[src/rtl/alu_arbiter_pkg.sv]
// ---------------------------------------------------------------------------
// alu_arbiter_pkg
//   Shared definitions for the ALU arbiter slice:
//     - ALU opcode constants (OP_ADD, OP_SUB, OP_AND, OP_OR, OP_XOR)
//     - arbiter FSM state type
//     - requester identifier type (0 = core control, 1 = address/aux unit)
// ---------------------------------------------------------------------------
package alu_arbiter_pkg;

  // Opcode values as seen on alu.mode. They are zero-extended or truncated
  // to the datapath width at the point of use.
  localparam int unsigned OP_ADD = 0;
  localparam int unsigned OP_SUB = 1;
  localparam int unsigned OP_AND = 2;
  localparam int unsigned OP_OR  = 3;
  localparam int unsigned OP_XOR = 4;

  typedef enum logic [1:0] {
    ST_IDLE    = 2'd0,
    ST_ISSUE   = 2'd1,
    ST_CAPTURE = 2'd2,
    ST_RESP    = 2'd3
  } arb_state_e;

  typedef enum logic {
    REQ_CORE = 1'b0,
    REQ_AUX  = 1'b1
  } req_id_e;

endpackage

[src/rtl/alu_arbiter_rr.sv]
// ---------------------------------------------------------------------------
// rr_arbiter2
//   Two-way grant generator for the ALU arbiter.
//   Default build: round-robin. On a tie the requester that was not granted
//   last wins; the last-grant pointer resets to REQ_AUX so requester 0 wins
//   the first tie.
//   With ALU_ARB_FIXED_PRIO_EN defined: fixed priority, requester 0 always
//   wins ties and no pointer register exists.
//
// Ports
//   clk         in   clock
//   rst         in   synchronous active-high reset
//   valid_i     in   [1:0] request valids, bit i = requester i
//   advance_i   in   grant was accepted this cycle (updates the pointer)
//   grant_o     out  [1:0] one-hot (or zero) grant
//   grant_id_o  out  identifier of the granted requester
// ---------------------------------------------------------------------------
module rr_arbiter2
  import alu_arbiter_pkg::*;
(
  input  logic       clk,
  input  logic       rst,
  input  logic [1:0] valid_i,
  input  logic       advance_i,
  output logic [1:0] grant_o,
  output req_id_e    grant_id_o
);

`ifdef ALU_ARB_FIXED_PRIO_EN

  // Pure combinational priority: clock, reset and advance have no role.
  logic unused_rr;
  assign unused_rr = ^{clk, rst, advance_i};

  always_comb begin
    grant_o = 2'b00;
    if (valid_i[0]) begin
      grant_o = 2'b01;
    end else if (valid_i[1]) begin
      grant_o = 2'b10;
    end
  end

`else

  req_id_e last_q;
  req_id_e last_d;

  // NOTE: every always_comb output gets a default first; a path that leaves
  // it unassigned would infer a latch.
  always_comb begin
    grant_o = 2'b00;
    unique case (valid_i)
      2'b01:   grant_o = 2'b01;
      2'b10:   grant_o = 2'b10;
      2'b11:   grant_o = (last_q == REQ_AUX) ? 2'b01 : 2'b10;
      default: grant_o = 2'b00;
    endcase
  end

  assign last_d = grant_o[1] ? REQ_AUX : REQ_CORE;

  // NOTE: sequential state uses non-blocking assignments so every flop in the
  // design samples pre-edge values, independent of block ordering.
  always_ff @(posedge clk) begin
    if (rst) begin
      last_q <= REQ_AUX;
    end else if (advance_i) begin
      last_q <= last_d;
    end
  end

`endif

  assign grant_id_o = grant_o[1] ? REQ_AUX : REQ_CORE;

endmodule

[src/rtl/alu_arbiter.sv]
// ---------------------------------------------------------------------------
// alu_arbiter
//   Shares one registered ALU between requester 0 (core control) and
//   requester 1 (address/aux unit). Each accepted operation is issued to the
//   ALU for exactly one cycle, the result is captured after the ALU's
//   one-cycle latency and returned as a tagged response over valid/ready.
//   Handshake at cycle T -> alu_enable at T+1 -> capture at T+2 ->
//   resp_valid at T+3.
//
//   Build option: ALU_ARB_FIXED_PRIO_EN selects fixed priority (requester 0
//   wins ties) instead of round-robin.
//
// Ports
//   clk, rst                      clock, synchronous active-high reset
//   reqX_valid/ready              request handshake, X = 0/1
//   reqX_mode/a/b     [N-1:0]     opcode and operands, sampled at handshake
//   resp_valid/ready              response handshake
//   resp_id                       requester that owns the response
//   resp_data         [N-1:0]     ALU result
//   resp_zero, resp_carry         result flags (carry only for ADD/SUB)
//   alu_enable/mode/a/b           drive the shared ALU
//   alu_out, alu_zero, alu_carry  ALU result and flags
// ---------------------------------------------------------------------------
module alu_arbiter
  import alu_arbiter_pkg::*;
#(
  parameter int N = 8
) (
  input  logic         clk,
  input  logic         rst,

  input  logic         req0_valid,
  output logic         req0_ready,
  input  logic [N-1:0] req0_mode,
  input  logic [N-1:0] req0_a,
  input  logic [N-1:0] req0_b,

  input  logic         req1_valid,
  output logic         req1_ready,
  input  logic [N-1:0] req1_mode,
  input  logic [N-1:0] req1_a,
  input  logic [N-1:0] req1_b,

  output logic         resp_valid,
  input  logic         resp_ready,
  output logic         resp_id,
  output logic [N-1:0] resp_data,
  output logic         resp_zero,
  output logic         resp_carry,

  output logic         alu_enable,
  output logic [N-1:0] alu_mode,
  output logic [N-1:0] alu_a,
  output logic [N-1:0] alu_b,
  input  logic [N-1:0] alu_out,
  input  logic         alu_zero,
  input  logic         alu_carry
);

  arb_state_e   state_q, state_d;
  logic [N-1:0] mode_q, a_q, b_q;
  req_id_e      id_q;
  logic [N-1:0] data_q;
  logic         zero_q, carry_q;

  logic [1:0]   grant;
  req_id_e      grant_id;
  logic         in_idle;
  logic         accept;
  logic         mode_is_arith;

  // Combinational outputs are masked by rst so they show reset values
  // during the reset cycle itself, whatever state was left behind.
  assign in_idle = (state_q == ST_IDLE) && !rst;

  rr_arbiter2 u_arb (
    .clk        (clk),
    .rst        (rst),
    .valid_i    ({req1_valid, req0_valid}),
    .advance_i  (accept),
    .grant_o    (grant),
    .grant_id_o (grant_id)
  );

  // A grant is only ever given to a valid requester, so ready implies the
  // handshake completes this cycle.
  assign req0_ready = in_idle && grant[0];
  assign req1_ready = in_idle && grant[1];
  assign accept     = req0_ready || req1_ready;

  // The ALU leaves its carry untouched on logic ops, so the stale flag must
  // not leak into the response.
  assign mode_is_arith = (mode_q == N'(OP_ADD)) || (mode_q == N'(OP_SUB));

  always_comb begin
    state_d = state_q;
    unique case (state_q)
      ST_IDLE:    if (accept) state_d = ST_ISSUE;
      ST_ISSUE:   state_d = ST_CAPTURE;
      ST_CAPTURE: state_d = ST_RESP;
      ST_RESP:    if (resp_ready) state_d = ST_IDLE;
      default:    state_d = ST_IDLE;
    endcase
  end

  always_ff @(posedge clk) begin
    if (rst) begin
      state_q <= ST_IDLE;
      mode_q  <= '0;
      a_q     <= '0;
      b_q     <= '0;
      id_q    <= REQ_CORE;
      data_q  <= '0;
      zero_q  <= 1'b0;
      carry_q <= 1'b0;
    end else begin
      state_q <= state_d;

      if (accept) begin
        mode_q <= req1_ready ? req1_mode : req0_mode;
        a_q    <= req1_ready ? req1_a    : req0_a;
        b_q    <= req1_ready ? req1_b    : req0_b;
        id_q   <= grant_id;
      end

      // Capture only here: any ALU result left over from an aborted
      // operation is never observed.
      if (state_q == ST_CAPTURE) begin
        data_q  <= alu_out;
        zero_q  <= alu_zero;
        carry_q <= mode_is_arith && alu_carry;
      end
    end
  end

  assign alu_enable = (state_q == ST_ISSUE) && !rst;
  assign alu_mode   = mode_q;
  assign alu_a      = a_q;
  assign alu_b      = b_q;

  assign resp_valid = (state_q == ST_RESP) && !rst;
  assign resp_id    = id_q;
  assign resp_data  = data_q;
  assign resp_zero  = zero_q;
  assign resp_carry = carry_q;

endmodule

[config.mk]
export PLATFORM = sky130hd
export DESIGN_NAME = alu_arbiter
export DESIGN_NICKNAME = d
export VERILOG_FILES = /design/src/rtl/alu_arbiter_pkg.sv /design/src/rtl/alu_arbiter_rr.sv /design/src/rtl/alu_arbiter.sv
export SDC_FILE = /design/constraint.sdc
export NUM_CORES = 1
export LEC_CHECK = 0
export CELL_PAD_IN_SITES_DETAIL_PLACEMENT = 1
export CELL_PAD_IN_SITES_GLOBAL_PLACEMENT = 2
export CORE_ASPECT_RATIO = 2
export CORE_MARGIN = 1.5
export CORE_UTILIZATION = 25
export CTS_BUF_LIST = sky130_fd_sc_hd__clkbuf_8
export CTS_CLUSTER_DIAMETER = 150
export DETAILED_ROUTE_END_ITERATION = 8
export PLACE_DENSITY = 0.95
export SLEW_MARGIN = 20
export SYNTH_ARGS = -nofsm -noshare
export SYNTH_HDL_FRONTEND = slang
export SYNTH_SLANG_ARGS = --single-unit
[constraint.sdc]
create_clock -name clk -period 3.7 [get_ports clk]
set_input_delay 0.74 -clock clk [delete_from_list [all_inputs] [get_ports clk]]
set_output_delay 0.74 -clock clk [all_outputs]
set_load 0.005 [all_outputs]
==> results of run 1 <==
-- cell families (layout without fill, tap and decap cells) --
logic type	Yosys count	after routing	synth area share, %
compound gates	80	80	31.1
fa+ha+maj	5	5	3.11
buf+inv	31	118	8.26
flops	38	38	37.8
mux	9	9	4.47
simple gates	53	53	15.3
-- area by class of cell --
cell class,count,area (sq um)
Sequential cell,38,761
Multi-Input combinational cell,147,1090
Inverter,3,11.3
Clock buffer,5,68.8
Clock inverter,3,40.0
Timing Repair Buffer,107,1050
Tap cell,96,120
Fill cell,920,4740
-- layout by cell type (no fill, tap or decap), types with 6 or more instances in the layout --
cell type,count
mux2i_1,9
nand4_1,24
dfxtp_1,38
buf_4,6
a21oi_1,28
a311oi_2,20
clkdlybuf4s50_1,100
o21ai_0,21
nor2_1,11
-- cells in the mapped netlist (all sizes together), types with 3 or more instances --
library cell / number / share of area (%)
buf: 18 / 5.8
a21oi: 28 / 7.0
o21ai: 24 / 6.0
nand2b: 3 / 0.93
mux2i: 9 / 4.5
clkbuf: 10 / 1.9
dfxtp: 38 / 38
nand4: 24 / 7.5
nor2: 11 / 2.0
ha: 5 / 3.1
inv: 3 / 0.56
nor2b: 3 / 0.93
a311oi: 25 / 17
-- state kept, by name (all words and copies together) (netlist names) --
| register | flops |
|---|---|
| alu_a | 8 |
| alu_b | 8 |
| alu_mode | 8 |
| resp_carry | 1 |
| resp_data | 8 |
| resp_id | 1 |
| resp_zero | 1 |
| state_q | 2 |
| u_arb.last_q | 1 |
-- routing by layer --
metal	global-route usage (%)	share of wire, %	vias to the layer above
met5	0	0	-
met1	17.9	36	1007
met3	3.53	6.1	10
met2	31.5	55	86
li1	-	-	997
met4	7.80	2.4	0
-- power groups by stage --
stage	combinational (W)	sequential, W	clock [W]
6_report	0.000791	0.000588	0.000361
5_1_grt	0.000868	0.000600	0.000381
4_1_cts	0.000800	0.000588	0.000370
3_5_place_dp	0.000797	0.000596	0
3_3_place_gp	0.000770	0.000592	0
2_1_floorplan	0.000441	0.000594	0
-- how the worst min path moves through the flow --
stage / startpoint / end / slack, ns / cells after the start
2_1_floorplan: resp_carry / resp_carry / 0.47 / 2
3_3_place_gp: resp_carry / resp_carry / 0.46 / 2
3_5_place_dp: resp_carry / resp_carry / 0.47 / 2
4_1_cts: resp_carry / resp_carry / 0.49 / 2
5_1_grt: resp_carry / resp_carry / 0.51 / 2
6_report: resp_carry / resp_carry / 0.48 / 2
-- worst reg2reg max path: cells and delay by family (launching register included) --
kind | cells | cell delay (ns)
buffers and inverters | 2 | 0.56
adders and majority gates | 1 | 0.26
AOI/OAI and AO/OA | 1 | 0.19
and+or+nand+nor | 2 | 0.72
DFF | 1 | 0.34
-- per-stage QoR --
stage / power (W) / cell area, sq um / hold slack, ns
after global routing: 0.00185 / 3150 / 0.515
after global placement: 0.00136 / 3040 / 0.463
after floorplan: 0.00104 / 2010 / 0.466
after CTS: 0.00176 / 3150 / 0.487
after detailed placement: 0.00139 / 3040 / 0.475
final: 0.00174 / 3150 / 0.484
==> metrics.md, run 1 <==
| Metric | Value |
|---|---|
| Status | `complete, no violations` |
| Top Family by Delay on Critical Path | `buffers and inverters` |
| Endpoints failing setup | `0` |
| Flop-to-flop setup slack | `1.50 ns` |
| Sw Ratio | `between 30% and 40%` |
| Area Overhead vs Synth | `56.2%` |
| Maximum root-to-sink buffer count | `2` |
| TritonCTS clock tree | `yes` |
| Placeable Area | `around 7900 sq um` |
| Layout cells sized above 1 | `about an eighth` |
| Leakage | `a little over 1 nW` |
| Tcrit/Tclk final | `roughly 76%` |
| Mean Syn Cell Area | `between 9 and 10 sq um` |
| Antenna violations before repair | `0` |
| Fin cells | `between 300 and 400` |
| Worst-Margin Slew | `0.883 ns` |
| Setup TNS | `0 ns` |
| Slack of the critical path | `just under 0.9 ns` |
| First-pass GRT wire length | `around 11 mm` |
| Setup CP Type | `input pin to output pin` |
| Port Buffers | `between 100 and 150` |
| Die width | `around 66 um` |
| Ports | `about 100` |
| Synth cell types | `31` |
| Clk root buf | `clkbuf_8` |
| Inst Count DP | `a little under 400` |
| Slew Viols, Final | `0` |
| CTS Hold Bufs | `0` |
| DRT antenna net count | `0` |
| Cell Chain, Critical Path | `clkdlybuf4s50_1 -> and2_1 -> nor2_1 -> clkdlybuf4s50_1` |
| CTS buffer count | `5` |
| Cell Area, Synth | `2010 sq um` |
| Combinational power share | `a little under half` |
| Slowest CP cell | `clkdlybuf4s50_1` |
| Pre-CTS setup slack | `just under 0.9 ns` |
| Switch Pwr | `just over 0.0006 W` |
| Async S/R FF share, synth | `0%` |
| Die Y-Extent | `roughly 130 um` |
| Sequential Power Share | `around a third` |
| Setup crit end | `req1_ready` |
| Largest net degree at the start of global routing | `50` |
| Internal power | `around 0.0011 W` |
| Seq cells post-synth | `38` |
| Data required time at the worst endpoint | `slightly below 3 ns` |
| Cell count along the critical path | `4` |
| Count of final hold-check violations | `0` |
| Syn Nets | `between 200 and 300` |
| CP max FO | `6` |
| Diode count | `0` |
| Worst vdd ir | `about 0.00021 V` |
| CP peak stage delay | `about 0.53 ns` |
| Syn Inst Count | `approximately 220` |
| Clock transition at path regs | `~0.080 ns` |
| Routed wire length | `between 7 and 8 mm` |
| Total global routing track utilization | `between 10% and 20%` |
| Arrival time worst endpoint | `roughly 2.1 ns` |
| Routed len/inst | `roughly 18 um` |
| Clock power share | `about a fifth` |
| Nets | `370` |
| FF-to-FF path depth | `6` |
| Die footprint | `between 8000 and 9000 sq um` |
| Remaining DRCs | `0` |
| Minimum clock period | `approximately 2.8 ns` |
| CP Launch Point | `req0_valid` |
| Vias per Instance | `roughly 5.3` |
| R2r startpoint | `state_q[1]` |
| Sink Count | `38` |
| RSZ-0062 raised after global routing | `no` |
| Reg-to-reg endpoint | `alu_mode[4]` |
| Areal power density over the cells | `roughly 550 nW/um^2` |
| EDFF count, synth | `0` |
| DR vias | `2100` |
| Std cell rows | `46` |
| Cell mode on critical path | `clkdlybuf4s50_1` |
| Worst clock skew | `between 0.005 and 0.006 ns` |
| Worst setup SP type | `input pin` |
| Hold Path Class | `flip-flop to flip-flop` |
| Max Cap Viol | `0` |
| DR iter-0 viols | `a little over 60` |
| Peak Freq | `around 350 MHz` |
| GR Overflow Total | `0` |
| YS warnings | `0` |
| Resized cells post-CTS | `0` |
| WP buf/inv | `2` |
| Slew headroom | `between 40% and 50%` |
| Worst setup EP type | `output pin` |
| Post-synthesis sequential area ratio | `a little under two fifths` |
| DRT Pass-1 Iters | `4` |
| H-tree levels | `2` |
| Vias in the first global route | `2258` |
| Post-detail-place hpwl | `approximately 5 mm` |
| Core Util, Final | `~40%` |
| GP Congestion | `0.755` |
| Most common flop cell mapped by yosys | `dfxtp_1` |
| Initial core utilization | `25.5%` |
| Setup Buffers After CTS | `0` |
| Worst skew pair latency | `approximately 0.3 ns` |
Note: power is estimated with default switching activity, not from simulation.
==> run 2, diff against run 1 <==
Settings changed: CORE_UTILIZATION 25 to 21, PLACE_DENSITY 0.95 to 0.89.
Clock period 3.7 ns to 2.3 ns, I/O delays scaled along.
==> metrics.md, run 2 (synthesized netlist as in run 1, its figures left out) <==
| Metric | Value |
|---|---|
| Status | `complete, but fails checks` |
| Failing checks | `DRC` |
| Area Overhead vs Synth | `58.1%` |
| Top Family by Delay on Critical Path | `buffers and inverters` |
| Minimum clock period | `2.19 ns` |
| Port Buffers | `101 (unchanged)` |
| Die Y-Extent | `142 um (+8.9%)` |
| WP buf/inv | `2 (unchanged)` |
| Hold Crit Depth | `2 (unchanged)` |
| Largest net degree at the start of global routing | `50 (unchanged)` |
| Hold Crit Start | `resp_carry` |
| Commonest non-fill, non-tap cells in the layout | `clkdlybuf4s50_1 (99), dfxtp_1 (38), a21oi_1 (28)` |
| Core Util, Final | `34.2% (-5.7 points)` |
| Flop-to-flop setup slack | `0.29 ns (-1.21 ns)` |
| Post-detail-place hpwl | `5.30 mm (+7.4%)` |
| Die footprint | `10200 sq um (+18%)` |
| M2 GR Usage | `27.9% (-3.6 points)` |
| DRT antenna net count | `0 (unchanged)` |
| Std cell rows | `50 (+8.7%)` |
| Remaining DRCs | `1 (+1)` |
| Max Cap Viol | `0 (unchanged)` |
| Total global routing track utilization | `14.0% (-3.0 points)` |
| Antenna violations before repair | `0 (unchanged)` |
| Data required time at the worst endpoint | `1.84 ns (-1.12 ns)` |
| Tcrit/Tclk final | `95.3%` |
| DR vias | `2061 (-1.9%)` |
| CP max FO | `5 (-1)` |
| Sink Count | `38 (unchanged)` |
| TritonCTS clock tree | `yes` |
| CP peak stage delay | `0.50 ns (-0.03 ns)` |
| Setup TNS | `0 ns (unchanged)` |
| H-tree levels | `2 (unchanged)` |
| Vias per Instance | `5.03 (-4.5%)` |
| Fillcell total | `1067 (+16%)` |
| Maximum root-to-sink buffer count | `2 (unchanged)` |
| CTS buffer count | `5 (unchanged)` |
| Slew Viols, Final | `0 (unchanged)` |
| Cell Chain, Critical Path | `inv_2 -> ha_4 -> nor2b_4 -> and3_1 -> clkdlybuf4s50_1` |
| Peak Freq | `456 MHz` |
| RSZ-0062 raised after global routing | `no` |
| R2r startpoint | `state_q[0]` |
| Most common cell after layout, fill and taps aside | `clkdlybuf4s50_1` |
| Count of final hold-check violations | `0 (unchanged)` |
| Slowest CP cell | `clkdlybuf4s50_1` |
| Hold path endpoint | `resp_carry` |
| GP Congestion | `0.723 (-4.2%)` |
| Arrival time worst endpoint | `1.73 ns (-0.36 ns)` |
| Worst clock skew | `0.00615 ns (+0.00101 ns)` |
| CP Launch Point | `state_q[0]` |
| DR iter-0 viols | `60 (-1.6%)` |
| Placeable Area | `9320 sq um (+18%)` |
| Leakage | `1.05 nW (+1.9%)` |
| Layout cells sized above 1 | `14.4% (+1.8 points)` |
| Nets | `374 (+1.1%)` |
| DRT Pass-1 Iters | `6 (+2)` |
| Clk root buf | `clkbuf_8` |
| Worst setup EP type | `output pin` |
| Worst vdd ir | `0.000219 V (+5.8%)` |
| Vias in the first global route | `2265 (+0.31%)` |
| Busiest grt layer | `met2` |
| Smallest hold slack | `0.480 ns (-0.00473 ns)` |
| Initial core utilization | `21.6% (-3.9 points)` |
| Clock transition at path regs | `0.07 ns (about the same)` |
| Pwr Total | `0.00269 W (+55%)` |
| Ports | `102 (unchanged)` |
| Met3 usage | `2.49% (-1.0 points)` |
| Diode count | `0 (unchanged)` |
| FF-to-FF path depth | `6 (unchanged)` |
| Setup CP Type | `flip-flop to output pin` |
| Worst skew pair latency | `0.29 ns (about the same)` |
| Endpoints failing setup | `0 (unchanged)` |
| Slew headroom | `56.5% (+15 points)` |
| M1 GR Usage | `14.0% (-3.8 points)` |
| Routed wire length | `7.10 mm (-1.6%)` |
| GR Overflow Total | `0 (unchanged)` |
| Routed len/inst | `17.3 um (-4.2%)` |
| Areal power density over the cells | `844 nW/um^2 (+53%)` |
| Worst-Margin Slew | `0.653 ns (-0.230 ns)` |
| Die width | `72.3 um (+8.7%)` |
| Hold Path Class | `flip-flop to flip-flop` |
| Worst setup SP type | `flip-flop` |
| First-pass GRT wire length | `11.2 mm (-0.74%)` |
| Setup Buffers After CTS | `0 (unchanged)` |
| Reg-to-reg endpoint | `alu_mode[1]` |
==> run 2: changes by cell type in the layout (fill, tap and decap cells not counted) <==
cell             before  now
inv_2                 0    2
ha_1                  5    4
dlymetal6s2s_1        0    1
buf_12                0    1
buf_4                 6    9
bufinv_16             1    0
ha_4                  0    1
inv_1                 3    1
clkdlybuf4s50_1     100   99
==> run 2: per-stage QoR <==
step / std cells / worst slack, ns / instance area, sq um
floorplan: 216 / 0.599 / 2010
global placement: 403 / 0.0726 / 3090
detailed placement: 403 / 0.0435 / 3090
CTS: 410 / 0.0193 / 3180
global route: 410 / 0.0231 / 3180
finish: 410 / 0.108 / 3180
==> run 2: how the worst max path moves through the flow <==
| stage | end | slack [ns] | cells past startpoint |
|---|---|---|---|
| 6_report | req0_ready | 0.11 | 5 |
| 5_1_grt | req0_ready | 0.02 | 5 |
| 4_1_cts | req0_ready | 0.02 | 5 |
| 3_5_place_dp | req1_ready | 0.04 | 4 |
| 3_3_place_gp | req1_ready | 0.07 | 4 |
| 2_1_floorplan | req0_ready | 0.60 | 6 |
==> run 2: area by class of cell <==
class / count / area [sq um] / share of cell area [%]
Multi-Input combinational cell: 147 / 1110 / 34.8
Timing Repair Buffer: 111 / 1100 / 34.4
Sequential cell: 38 / 761 / 23.9
Tap cell: 104 / 130 / 4.09
Clock buffer: 5 / 68.8 / 2.16
Inverter: 3 / 11.3 / 0.354
Clock inverter: 2 / 10.0 / 0.314
==> run 2: timing repair <==
item                                   in CTS  in global routing
hold buffers                                0                  0
setup endpoints to repair                   1                  2
resized for setup                           2                  3
endpoints found under the hold margin       0                  0
==> run 2: worst register-to-register path, stage by stage (launching register included) <==
cell and delay, ns:
dfxtp_1 0.35, inv_2 0.11, ha_4 0.16, nor2b_4 0.14
buf_4 0.42, and2_4 0.51, a311oi_2 0.18
==> run 2: power breakdown <==
| part | switching (W) | internal [W] |
|---|---|---|
| Sequential | 0.000121 | 0.000832 |
| Clock | 0.000239 | 0.000204 |
| Combinational | 0.000607 | 0.000685 |
| Total | 0.000967 | 0.00172 |
==> run 2: routing by layer <==
| layer | up-vias | part of all wire (%) | routed length (um) |
|---|---|---|---|
| met5 | - | 0 | 0 |
| met4 | 0 | 1.7 | 123 |
| met3 | 9 | 4.5 | 317 |
| met2 | 64 | 57 | 4080 |
| met1 | 989 | 36 | 2580 |
| li1 | 999 | - | - |
